===== src/rtl/layer_color_mapper_if.sv =====
// Pixel-side bundle for layer_color_mapper: layer flags,
// frame/hit events, palette write port and RGB outputs.
interface layer_color_mapper_if #(
  parameter int LANES = 4
);
  localparam int AW = $clog2(2 * LANES + 3);

  logic             frame_tick;
  logic             pixel_valid;
  logic [9:0]       DrawX;
  logic [9:0]       DrawY;
  logic             is_ball;
  logic [LANES-1:0] display_arrow;
  logic [LANES-1:0] is_receptor;
  logic             is_receptor_background;
  logic             is_background;
  logic [LANES-1:0] hit_pulse;
  logic             pal_we;
  logic [AW-1:0]    pal_addr;
  logic [23:0]      pal_data;
  logic [7:0]       VGA_R;
  logic [7:0]       VGA_G;
  logic [7:0]       VGA_B;
  logic             out_valid;

  modport master (
    output frame_tick,
    output pixel_valid,
    output DrawX,
    output DrawY,
    output is_ball,
    output display_arrow,
    output is_receptor,
    output is_receptor_background,
    output is_background,
    output hit_pulse,
    output pal_we,
    output pal_addr,
    output pal_data,
    input  VGA_R,
    input  VGA_G,
    input  VGA_B,
    input  out_valid
  );

  modport slave (
    input  frame_tick,
    input  pixel_valid,
    input  DrawX,
    input  DrawY,
    input  is_ball,
    input  display_arrow,
    input  is_receptor,
    input  is_receptor_background,
    input  is_background,
    input  hit_pulse,
    input  pal_we,
    input  pal_addr,
    input  pal_data,
    output VGA_R,
    output VGA_G,
    output VGA_B,
    output out_valid
  );
endinterface


===== src/rtl/layer_color_mapper.sv =====
// Two-stage layer-to-RGB mapper: priority select, then palette
// lookup with receptor hit flash and gradient fallback.
module layer_color_mapper #(
  parameter int LANES        = 4,
  parameter int FLASH_FRAMES = 8,
  parameter int FLASH_STEP   = 16,
  parameter int GRAD_EN      = 1
) (
  input logic Clk,
  input logic Reset,
  layer_color_mapper_if.slave bus
);
  localparam int N  = 2 * LANES + 3;
  localparam int AW = $clog2(N);
  localparam int LW = (LANES > 1) ? $clog2(LANES) : 1;

  localparam logic [AW-1:0] IDX_BALL = '0;
  localparam logic [AW-1:0] IDX_ARW  = AW'(1);
  localparam logic [AW-1:0] IDX_RCP  = AW'(1 + LANES);
  localparam logic [AW-1:0] IDX_RBG  = AW'(2 * LANES + 1);
  localparam logic [AW-1:0] IDX_BG   = AW'(2 * LANES + 2);
  localparam logic [AW-1:0] IDX_LAST = AW'(N - 1);

  typedef enum logic [2:0] {
    SRC_BALL,
    SRC_ARROW,
    SRC_RCPT,
    SRC_RBG,
    SRC_BG,
    SRC_GRAD
  } src_e;

  typedef struct packed {
    logic          valid;
    src_e          src;
    logic [AW-1:0] idx;
    logic [LW-1:0] lane;
    logic [3:0]    flash;
    logic [6:0]    xq;
  } s1_t;

  function automatic logic [23:0] pal_init(int i);
    logic [23:0] v;
    v = 24'h000000;
    if (i == 0) begin
      v = 24'hFFFFFF;
    end else if (i <= LANES) begin
      case ((i - 1) % 4)
        0:       v = 24'h550000;
        1:       v = 24'h005500;
        2:       v = 24'h000055;
        default: v = 24'h404040;
      endcase
    end else if (i <= 2 * LANES) begin
      v = 24'h550000;
    end else if (i == 2 * LANES + 1) begin
      v = 24'h555555;
    end
    return v;
  endfunction

  function automatic logic [LW-1:0] first_set(
    logic [LANES-1:0] v
  );
    logic [LW-1:0] f;
    f = '0;
    for (int i = LANES - 1; i >= 0; i--) begin
      if (v[i]) f = LW'(i);
    end
    return f;
  endfunction

  function automatic logic [7:0] boost(
    logic [7:0] ch,
    logic [3:0] f
  );
    logic [15:0] s;
    s = {8'h00, ch} + 16'(f) * 16'(FLASH_STEP);
    return (s > 16'd255) ? 8'hFF : s[7:0];
  endfunction

  logic [23:0] pal [N];
  logic [3:0]  flash_cnt [LANES];
  s1_t         s1_d;
  s1_t         s1_q;
  logic [23:0] rd;
  logic [23:0] rgb_d;
  logic        unused_ok;

  assign unused_ok = ^{bus.DrawY, bus.DrawX[2:0]};

  // Reset reloads the palette defaults, not just the pipe.
  always_ff @(posedge Clk) begin
    if (Reset) begin
      for (int i = 0; i < N; i++) begin
        pal[i] <= pal_init(i);
      end
    end else if (bus.pal_we && bus.pal_addr <= IDX_LAST) begin
      pal[bus.pal_addr] <= bus.pal_data;
    end
  end

  always_ff @(posedge Clk) begin
    for (int i = 0; i < LANES; i++) begin
      if (Reset) begin
        flash_cnt[i] <= 4'd0;
      end else if (bus.hit_pulse[i]) begin
        flash_cnt[i] <= 4'(FLASH_FRAMES);
      end else if (bus.frame_tick && flash_cnt[i] != 4'd0) begin
        flash_cnt[i] <= flash_cnt[i] - 4'd1;
      end
    end
  end

  logic          sel_ball;
  logic          sel_arw;
  logic          sel_rcp;
  logic          sel_rbg;
  logic          sel_bg;
  logic [LW-1:0] arw_lane;
  logic [LW-1:0] rcp_lane;

  assign arw_lane = first_set(bus.display_arrow);
  assign rcp_lane = first_set(bus.is_receptor);

  // Exclusive selects so the decoder can be a unique case.
  assign sel_ball = bus.is_ball;
  assign sel_arw  = !sel_ball && |bus.display_arrow;
  assign sel_rcp  = !sel_ball && !(|bus.display_arrow)
                 && |bus.is_receptor;
  assign sel_rbg  = !sel_ball && !(|bus.display_arrow)
                 && !(|bus.is_receptor)
                 && bus.is_receptor_background;
  assign sel_bg   = !sel_ball && !(|bus.display_arrow)
                 && !(|bus.is_receptor)
                 && !bus.is_receptor_background
                 && bus.is_background;

  always_comb begin
    s1_d       = '0;
    s1_d.valid = bus.pixel_valid;
    s1_d.xq    = bus.DrawX[9:3];
    unique case (1'b1)
      sel_ball: begin
        s1_d.src = SRC_BALL;
        s1_d.idx = IDX_BALL;
      end
      sel_arw: begin
        s1_d.src  = SRC_ARROW;
        s1_d.lane = arw_lane;
        s1_d.idx  = IDX_ARW + AW'(arw_lane);
      end
      sel_rcp: begin
        s1_d.src   = SRC_RCPT;
        s1_d.lane  = rcp_lane;
        s1_d.idx   = IDX_RCP + AW'(rcp_lane);
        s1_d.flash = flash_cnt[rcp_lane];
      end
      sel_rbg: begin
        s1_d.src = SRC_RBG;
        s1_d.idx = IDX_RBG;
      end
      sel_bg: begin
        s1_d.src = SRC_BG;
        s1_d.idx = IDX_BG;
      end
      default: begin
        s1_d.src = SRC_GRAD;
        s1_d.idx = IDX_BG;
      end
    endcase
  end

  always_ff @(posedge Clk) begin
    if (Reset) begin
      s1_q <= '0;
    end else begin
      s1_q <= s1_d;
    end
  end

  assign rd = pal[s1_q.idx];

  always_comb begin
    rgb_d = rd;
    unique case (s1_q.src)
      SRC_RCPT: begin
        if (s1_q.flash != 4'd0) begin
          rgb_d = {boost(rd[23:16], s1_q.flash),
                   boost(rd[15:8],  s1_q.flash),
                   boost(rd[7:0],   s1_q.flash)};
        end
      end
      SRC_GRAD: begin
        if (GRAD_EN != 0) begin
          rgb_d = {8'h05, 8'h4B,
                   8'h7F - {1'b0, s1_q.xq}};
        end
      end
      default: begin
      end
    endcase
    if (!s1_q.valid) rgb_d = '0;
  end

  always_ff @(posedge Clk) begin
    if (Reset) begin
      bus.VGA_R     <= 8'h00;
      bus.VGA_G     <= 8'h00;
      bus.VGA_B     <= 8'h00;
      bus.out_valid <= 1'b0;
    end else begin
      bus.VGA_R     <= rgb_d[23:16];
      bus.VGA_G     <= rgb_d[15:8];
      bus.VGA_B     <= rgb_d[7:0];
      bus.out_valid <= s1_q.valid;
    end
  end
endmodule


===== src/flat_wrapper.sv =====
// flat-port wrapper written by rule: the top's interface ports become plain ports
module layer_color_mapper_flat 
#(
  parameter int LANES        = 4,
  parameter int FLASH_FRAMES = 8,
  parameter int FLASH_STEP   = 16,
  parameter int GRAD_EN      = 1
)
  (Clk, Reset, bus_frame_tick, bus_pixel_valid, bus_DrawX, bus_DrawY, bus_is_ball, bus_display_arrow, bus_is_receptor, bus_is_receptor_background, bus_is_background, bus_hit_pulse, bus_pal_we, bus_pal_addr, bus_pal_data, bus_VGA_R, bus_VGA_G, bus_VGA_B, bus_out_valid);
  layer_color_mapper_if #(.LANES(LANES)) bus_i ();
  input logic Clk;
  input logic Reset;
  input wire logic [$bits(bus_i.frame_tick)-1:0] bus_frame_tick;
  input wire logic [$bits(bus_i.pixel_valid)-1:0] bus_pixel_valid;
  input wire logic [$bits(bus_i.DrawX)-1:0] bus_DrawX;
  input wire logic [$bits(bus_i.DrawY)-1:0] bus_DrawY;
  input wire logic [$bits(bus_i.is_ball)-1:0] bus_is_ball;
  input wire logic [$bits(bus_i.display_arrow)-1:0] bus_display_arrow;
  input wire logic [$bits(bus_i.is_receptor)-1:0] bus_is_receptor;
  input wire logic [$bits(bus_i.is_receptor_background)-1:0] bus_is_receptor_background;
  input wire logic [$bits(bus_i.is_background)-1:0] bus_is_background;
  input wire logic [$bits(bus_i.hit_pulse)-1:0] bus_hit_pulse;
  input wire logic [$bits(bus_i.pal_we)-1:0] bus_pal_we;
  input wire logic [$bits(bus_i.pal_addr)-1:0] bus_pal_addr;
  input wire logic [$bits(bus_i.pal_data)-1:0] bus_pal_data;
  output wire logic [$bits(bus_i.VGA_R)-1:0] bus_VGA_R;
  output wire logic [$bits(bus_i.VGA_G)-1:0] bus_VGA_G;
  output wire logic [$bits(bus_i.VGA_B)-1:0] bus_VGA_B;
  output wire logic [$bits(bus_i.out_valid)-1:0] bus_out_valid;
  assign bus_i.frame_tick = bus_frame_tick;
  assign bus_i.pixel_valid = bus_pixel_valid;
  assign bus_i.DrawX = bus_DrawX;
  assign bus_i.DrawY = bus_DrawY;
  assign bus_i.is_ball = bus_is_ball;
  assign bus_i.display_arrow = bus_display_arrow;
  assign bus_i.is_receptor = bus_is_receptor;
  assign bus_i.is_receptor_background = bus_is_receptor_background;
  assign bus_i.is_background = bus_is_background;
  assign bus_i.hit_pulse = bus_hit_pulse;
  assign bus_i.pal_we = bus_pal_we;
  assign bus_i.pal_addr = bus_pal_addr;
  assign bus_i.pal_data = bus_pal_data;
  assign bus_VGA_R = bus_i.VGA_R;
  assign bus_VGA_G = bus_i.VGA_G;
  assign bus_VGA_B = bus_i.VGA_B;
  assign bus_out_valid = bus_i.out_valid;
  layer_color_mapper #(.LANES(LANES), .FLASH_FRAMES(FLASH_FRAMES), .FLASH_STEP(FLASH_STEP), .GRAD_EN(GRAD_EN)) u_core (.Clk(Clk), .Reset(Reset), .bus(bus_i));
endmodule

===== config.mk =====
export PLATFORM = sky130hd
export DESIGN_NAME = layer_color_mapper_flat
export DESIGN_NICKNAME = d
export VERILOG_FILES = /design/src/rtl/layer_color_mapper_if.sv /design/src/rtl/layer_color_mapper.sv /design/src/flat_wrapper.sv
export SDC_FILE = /design/constraint.sdc
export NUM_CORES = 1
export LEC_CHECK = 0
export CORE_MARGIN = 2
export CORE_UTILIZATION = 58
export CTS_BUF_LIST = sky130_fd_sc_hd__clkbuf_4 sky130_fd_sc_hd__clkbuf_8
export CTS_CLUSTER_DIAMETER = 60
export DETAILED_ROUTE_END_ITERATION = 10
export HOLD_SLACK_MARGIN = 0.1
export PLACE_DENSITY = 0.77
export SYNTH_ARGS = -nofsm -noshare
export SYNTH_HDL_FRONTEND = slang
export SYNTH_SLANG_ARGS = --single-unit

===== constraint.sdc =====
create_clock -name Clk -period 5.7 [get_ports Clk]
set_input_delay 0.855 -clock Clk [delete_from_list [all_inputs] [get_ports Clk]]
set_output_delay 0.855 -clock Clk [all_outputs]
set_load 0.01 [all_outputs]

======== Word level (Yosys, flattened, before mapping) ========
Memory sizes are Yosys's and may differ from the RTL's. A register that Yosys moved wholly into a read port is not among the register bits.
Cells that the tools add are included.
operators by class
  multiply operators ...................... 0
  magnitude comparators ................... 4
  equality and inequality tests ........... 2
  muxes and demuxes ....................... 65
  add/subtract/negate cells ............... 10
  reductions and logical operators ........ 26
  bitwise operators ....................... 10
  shifts and indexed selects .............. 0
  divide/modulo/power cells ............... 0
operator list
  cell                                                                    number
  24-bit 2-to-1 mux                                                       8
  16-bit by 8-bit > comparator with 1-bit output (second input constant)  3
  24-bit one-hot mux with 2 select lines                                  1
  4-bit 2-to-1 mux                                                        10
  7-bit one-hot mux with 5 select lines                                   1
  1-bit 2-to-1 mux                                                        34
  8-bit by 8-bit adder with 9-bit output                                  3
  8-bit 2-to-1 mux                                                        3
  24-bit OR reduction                                                     1
  4-bit nonzero test                                                      5
  2-bit 2-to-1 mux                                                        8
  4-bit by 1-bit subtractor with 4-bit output (second input constant)     4
  1-bit logical AND                                                       12
  1-bit bitwise OR                                                        8
  4-bit OR reduction                                                      2
  7-bit by 7-bit subtractor with 8-bit output (first input constant)      1
  3-bit by 2-bit adder with 4-bit output (first input constant)           1
  4-bit less-or-equal comparator (second input constant)                  1
  1-bit logical NOT                                                       4
  2-bit OR reduction                                                      2
  1-bit by 2-bit adder with 3-bit output (first input constant)           1
  3-bit by 2-bit equality test with 1-bit output (second input constant)  1
  3-bit equality test (second input constant)                             1
  1-bit NOT                                                               2
word-level totals
  bits in latches ......................... 0
  register bits after elaboration ......... 36
  input port bits ......................... 68
  memories kept ........................... 2
  bits in read-only memories .............. 0
  RAM bits ................................ 280
memories
  name              depth  width  read ports  clocked after Yosys merged registers in  wr ports  line                      RTL
  u_core.pal        11     24     1           1                                        11        layer_color_mapper.sv:82  logic [23:0] pal [N];
  u_core.flash_cnt  4      4      5           1                                        4         layer_color_mapper.sv:83  logic [3:0] flash_cnt [LANES];

======== Logic depth before layout (Yosys ltp) ========
  depth in word-level cells ............... 8
  depth in mapped cells ................... 15

======== Worst setup path after synthesis ========
Ideal clock, no wire load.
  path kind ............................... reg2reg
  start point ............................. register with a tool-made name
  end point ............................... register u_core.bus.VGA_R[4]
  data arrival time ....................... 2709 ps
  setup time .............................. 119 ps
  clock period less this slack ............ 2828 ps
  cell stages (with the launch flop) ...... 12
  slack ................................... 2872 ps
  cell sequence ........................... dfxtp_1 > buf_6 > buf_4 > mux4_2 > a211oi_1 > a21oi_1 > ha_1 > fa_1 > a21o_1 > a21oi_1 > nand2_1 > o221a_2
RTL lines
  element               line                         RTL
  to (signal assigned)  layer_color_mapper.sv:213    bus.VGA_R <= rgb_d[23:16];
  to (decl)             layer_color_mapper_if.sv:60  output VGA_R,

==> run_results.csv <==
group,metric,value,unit
sta,setup_slack,1.605,ns
grt,grt_pass1_wl,66080,um
placed_design,pre_cts_ws,1.690,ns
final_layout,nets,1612,
clock_tree,clock-sinks,444,
setup_path,crit_buf_inv,0,
grt,grt.total_usage,26.47,%
synth,synthArstFlopShare,0,%
synth,yosysTopAreaCellShare,59.78,%
detailed_routing,drcViolationCount,0,
flow_run,cap_violations,0,
placed_design,hpwlAfterDp,27810,um
setup_path,cp.required,6.09,ns
floorplanning,rows,66,
synth,ys_types,54,
final_layout,n_antenna_cell,0,
grt,grtUsageMet2,43.07,%
setup_path,slowest_delay,0.88,ns
setup_path,crit_chain,"mux4_1, nor2b_1, a211oi_1, a21oi_1, ha_1, fa_1, a21o_1, a21oi_1, nand2b_1, a31oi_1",
power_and_ir_drop,total_power,0.007131,W
power_and_ir_drop,p_int,0.005523,W
clock_tree,cts_setup_buffers,0,
clock_tree,h-tree-depth,3,
setup_path,path_delay_family,"compound AO/OA/AOI/OAI gates",
synth,yosys.area.top_type,"edfxtp_1",
synth,synth-seq-cells,444,
floorplanning,dieArea,34030,um2
clock_tree,clk_latency,0.60,ns
floorplanning,die_w,184.5,um
detailed_routing,wire_per_inst,21.48,um
clock_tree,clk_pin_slew_worst_paths,0.06,ns
grt,grt-ovfl-total,0,
sta,rsz0062_at_grt,"false",
sta,min_period,4.095,ns
sta,worst_pin_slew,1.030,ns
setup_path,endpoint_kind,"flip-flop",
grt,grt_max_degree,53,
synth,synth_common_cells,"376 x edfxtp_1, 241 x nor2_1, 109 x nand2_1, 88 x mux4_2, 68 x dfxtp_1",
power_and_ir_drop,seqPwrFrac,53.2,%
clock_tree,postCtsHoldBufs,0,
final_layout,area_growth,16.85,%
floorplanning,die_h,184.5,um
detailed_routing,vias,11760,
detailed_routing,routed_wirelength,43470,um
synth,synth_edf_count,376,
sta,finClkSkew,0.02886,ns
power_and_ir_drop,p_per_area,323.1,nW/um2
synth,synthTopCellsByArea,"edfxtp_1 60%, mux4_2 10%, dfxtp_1 7.2%",
sta,finalSetupTns,0,ns
power_and_ir_drop,p_leak,8.016,nW
detailed_routing,first_pass_iters,5,
synth,syn-cell-area,18890,um2
min_path,hold_class,"flip-flop to flip-flop",
setup_path,cpMostUsedCell,"a21oi_1",
floorplanning,core,32290,um2
clock_tree,cts_buffers,71,
sta,maxSlewHeadroom,31.33,%
synth,yosysWarnings,0,
detailed_routing,ant_nets,0,
synth,synth_top_flop_cell,"edfxtp_1",
grt,use_met1,35.34,%
synth,syn_inst,1297,
placed_design,portBuffers,79,
sta,drv_slew,0,
synth,ys_seq_area_share,66.98,%
sta,setup_viol,0,
grt,use_met3,6.461,%
clock_tree,cts-root-buf,"clkbuf_8",
placed_design,gp_congestion,0.8610,
synth,yosysMostFrequentCell,"edfxtp_1",
sta,hold_violations,0,
clock_tree,ctsResizeCount,0,
setup_path,crit_path_max_fanout,41,
floorplanning,num_io_pins,93,
power_and_ir_drop,switching_power,0.001608,W
power_and_ir_drop,p_clk_share,39.6,%
setup_path,startpoint_type,"flip-flop",
power_and_ir_drop,swShare,22.55,%
final_layout,drive_gt1_share,16.75,%
clock_tree,cts_tree,"yes",
grt,antenna_found_initial,1,
detailed_routing,drtIter0Drc,1317,
run_status,outcome,"completed",
setup_path,crit_type,"flip-flop to flip-flop",
power_and_ir_drop,peakVddDrop,0.2266,mV
detailed_routing,post_drt_via_cell_ratio,5.811,
synth,syn_area_per_cell,14.56,um2
power_and_ir_drop,combPwrFrac,7.2,%
grt,grt_pass1_vias,11860,
sta,fmaxAchievable,0.2442,GHz
clock_tree,clk_path_buf_depth,3,
setup_path,critPathSlowestCell,"dfxtp_4",
setup_path,cp.arrival,4.49,ns
sta,finalCritPeriodShare,71.84,%
floorplanning,initial_core_util,58.50,%
grt,grt-busiest-layer,"met2",
per-layer routing:
layer / wire length [um] / vias up
li1: - / 5192
met2: 21000 / 614
met3: 4510 / 83
met5: 0 / -
met1: 16870 / 5872
met4: 1089 / 0
final cells by class:
| cell class | instances | area [um2] |
|---|---|---|
| clock buffer | 108 | 1355 |
| inverter | 43 | 161.4 |
| multi-input combinational | 851 | 6152 |
| tap | 442 | 553.0 |
| sequential | 444 | 12660 |
| timing repair buffer | 112 | 1033 |
| clock inverter | 24 | 153.9 |
| fill | 2195 | 10220 |
sequential cells by signal, indices dropped and copies added, names as in the netlist, named ones only:
register              flops
u_core.bus.out_valid      1
u_core.bus.VGA_G          8
u_core.bus.VGA_R          8
u_core.flash_cnt         16
u_core.pal              384
u_core.s1_q              15
u_core.bus.VGA_B          8
kinds of logic (layout without fill, tap and decap cells):
| group | after synthesis | count (layout) | share of synthesized area, % |
|---|---|---|---|
| other | 1 | 120 | 0.01985 |
| AOI/OAI and AO/OA | 141 | 141 | 5.107 |
| and+or+nand+nor | 446 | 446 | 10.00 |
| muxes | 119 | 119 | 13.29 |
| xor gates and xnor gates | 4 | 4 | 0.1855 |
| DFF | 444 | 444 | 66.98 |
| buffers and inverters | 121 | 287 | 2.895 |
| adders and majority gates | 21 | 21 | 1.510 |
power by group through the flow:
stage	sequential, W	clock, W	combinational [W]
3_5_place_dp	0.00386	0	0.000509
5_1_grt	0.00381	0.00299	0.000557
3_3_place_gp	0.00384	0	0.000498
2_1_floorplan	0.00382	0	0.000347
4_1_cts	0.00379	0.00286	0.000513
6_report	0.00379	0.00282	0.000517
worst reg2reg max path, stage by stage, from the launching register on:
cell      delay, ns
dfxtp_4        0.88
mux4_1         0.68
nor2b_1        0.15
a211oi_1       0.31
a21oi_1        0.17
ha_1           0.31
fa_1           0.43
a21o_1         0.18
a21oi_1        0.17
nand2b_1       0.37
a31oi_1        0.24
final timing paths:
kind	slack (ns)	startpoint	endpoint	depth (start not counted)
worst max-delay path	1.61	flip-flop	u_core.bus.VGA_R[2]$_SDFF_PP0_	10
worst min-delay path	0.46	u_core.pal[10][15]$_SDFFE_PP0P_	u_core.pal[10][15]$_SDFFE_PP0P_	2
worst max register to register	1.61	flip-flop	u_core.bus.VGA_R[2]$_SDFF_PP0_	10
worst min register to register	0.46	u_core.pal[10][15]$_SDFFE_PP0P_	u_core.pal[10][15]$_SDFFE_PP0P_	2
cells in the final DEF, fill, tap and decap left out, types with 13 or more instances in the layout:
master / synthesis / final
clkdlybuf4s50_1: 0 / 78
nand3_1: 15 / 15
nand2b_1: 19 / 18
clkbuf_8: 0 / 87
nand2_1: 109 / 109
mux4_2: 88 / 88
a22oi_1: 18 / 18
clkbuf_4: 0 / 21
dfxtp_1: 68 / 65
buf_4: 9 / 33
ha_1: 18 / 18
conb_1: 1 / 120
nor2_1: 241 / 239
nor2b_1: 22 / 22
nor3_1: 17 / 17
inv_1: 43 / 43
edfxtp_1: 376 / 376
a211oi_1: 17 / 17
mux4_1: 13 / 13
a31oi_1: 13 / 13
o21ai_0: 15 / 15
a21oi_1: 37 / 36
metrics by stage:
step | cells | hold WS, ns | instance area, um2 | util (%)
2_1_floorplan | 1416 | 0.4317 | 19330 | -
3_3_place_gp | 1892 | 0.4416 | 20560 | 63.68
3_5_place_dp | 1892 | 0.4480 | 20560 | 63.68
4_1_cts | 2024 | 0.4552 | 22070 | 68.35
5_1_grt | 2024 | 0.4785 | 22070 | 68.35
6_report | 2024 | 0.4556 | 22070 | 68.35
(Power assumes the default switching activity.)
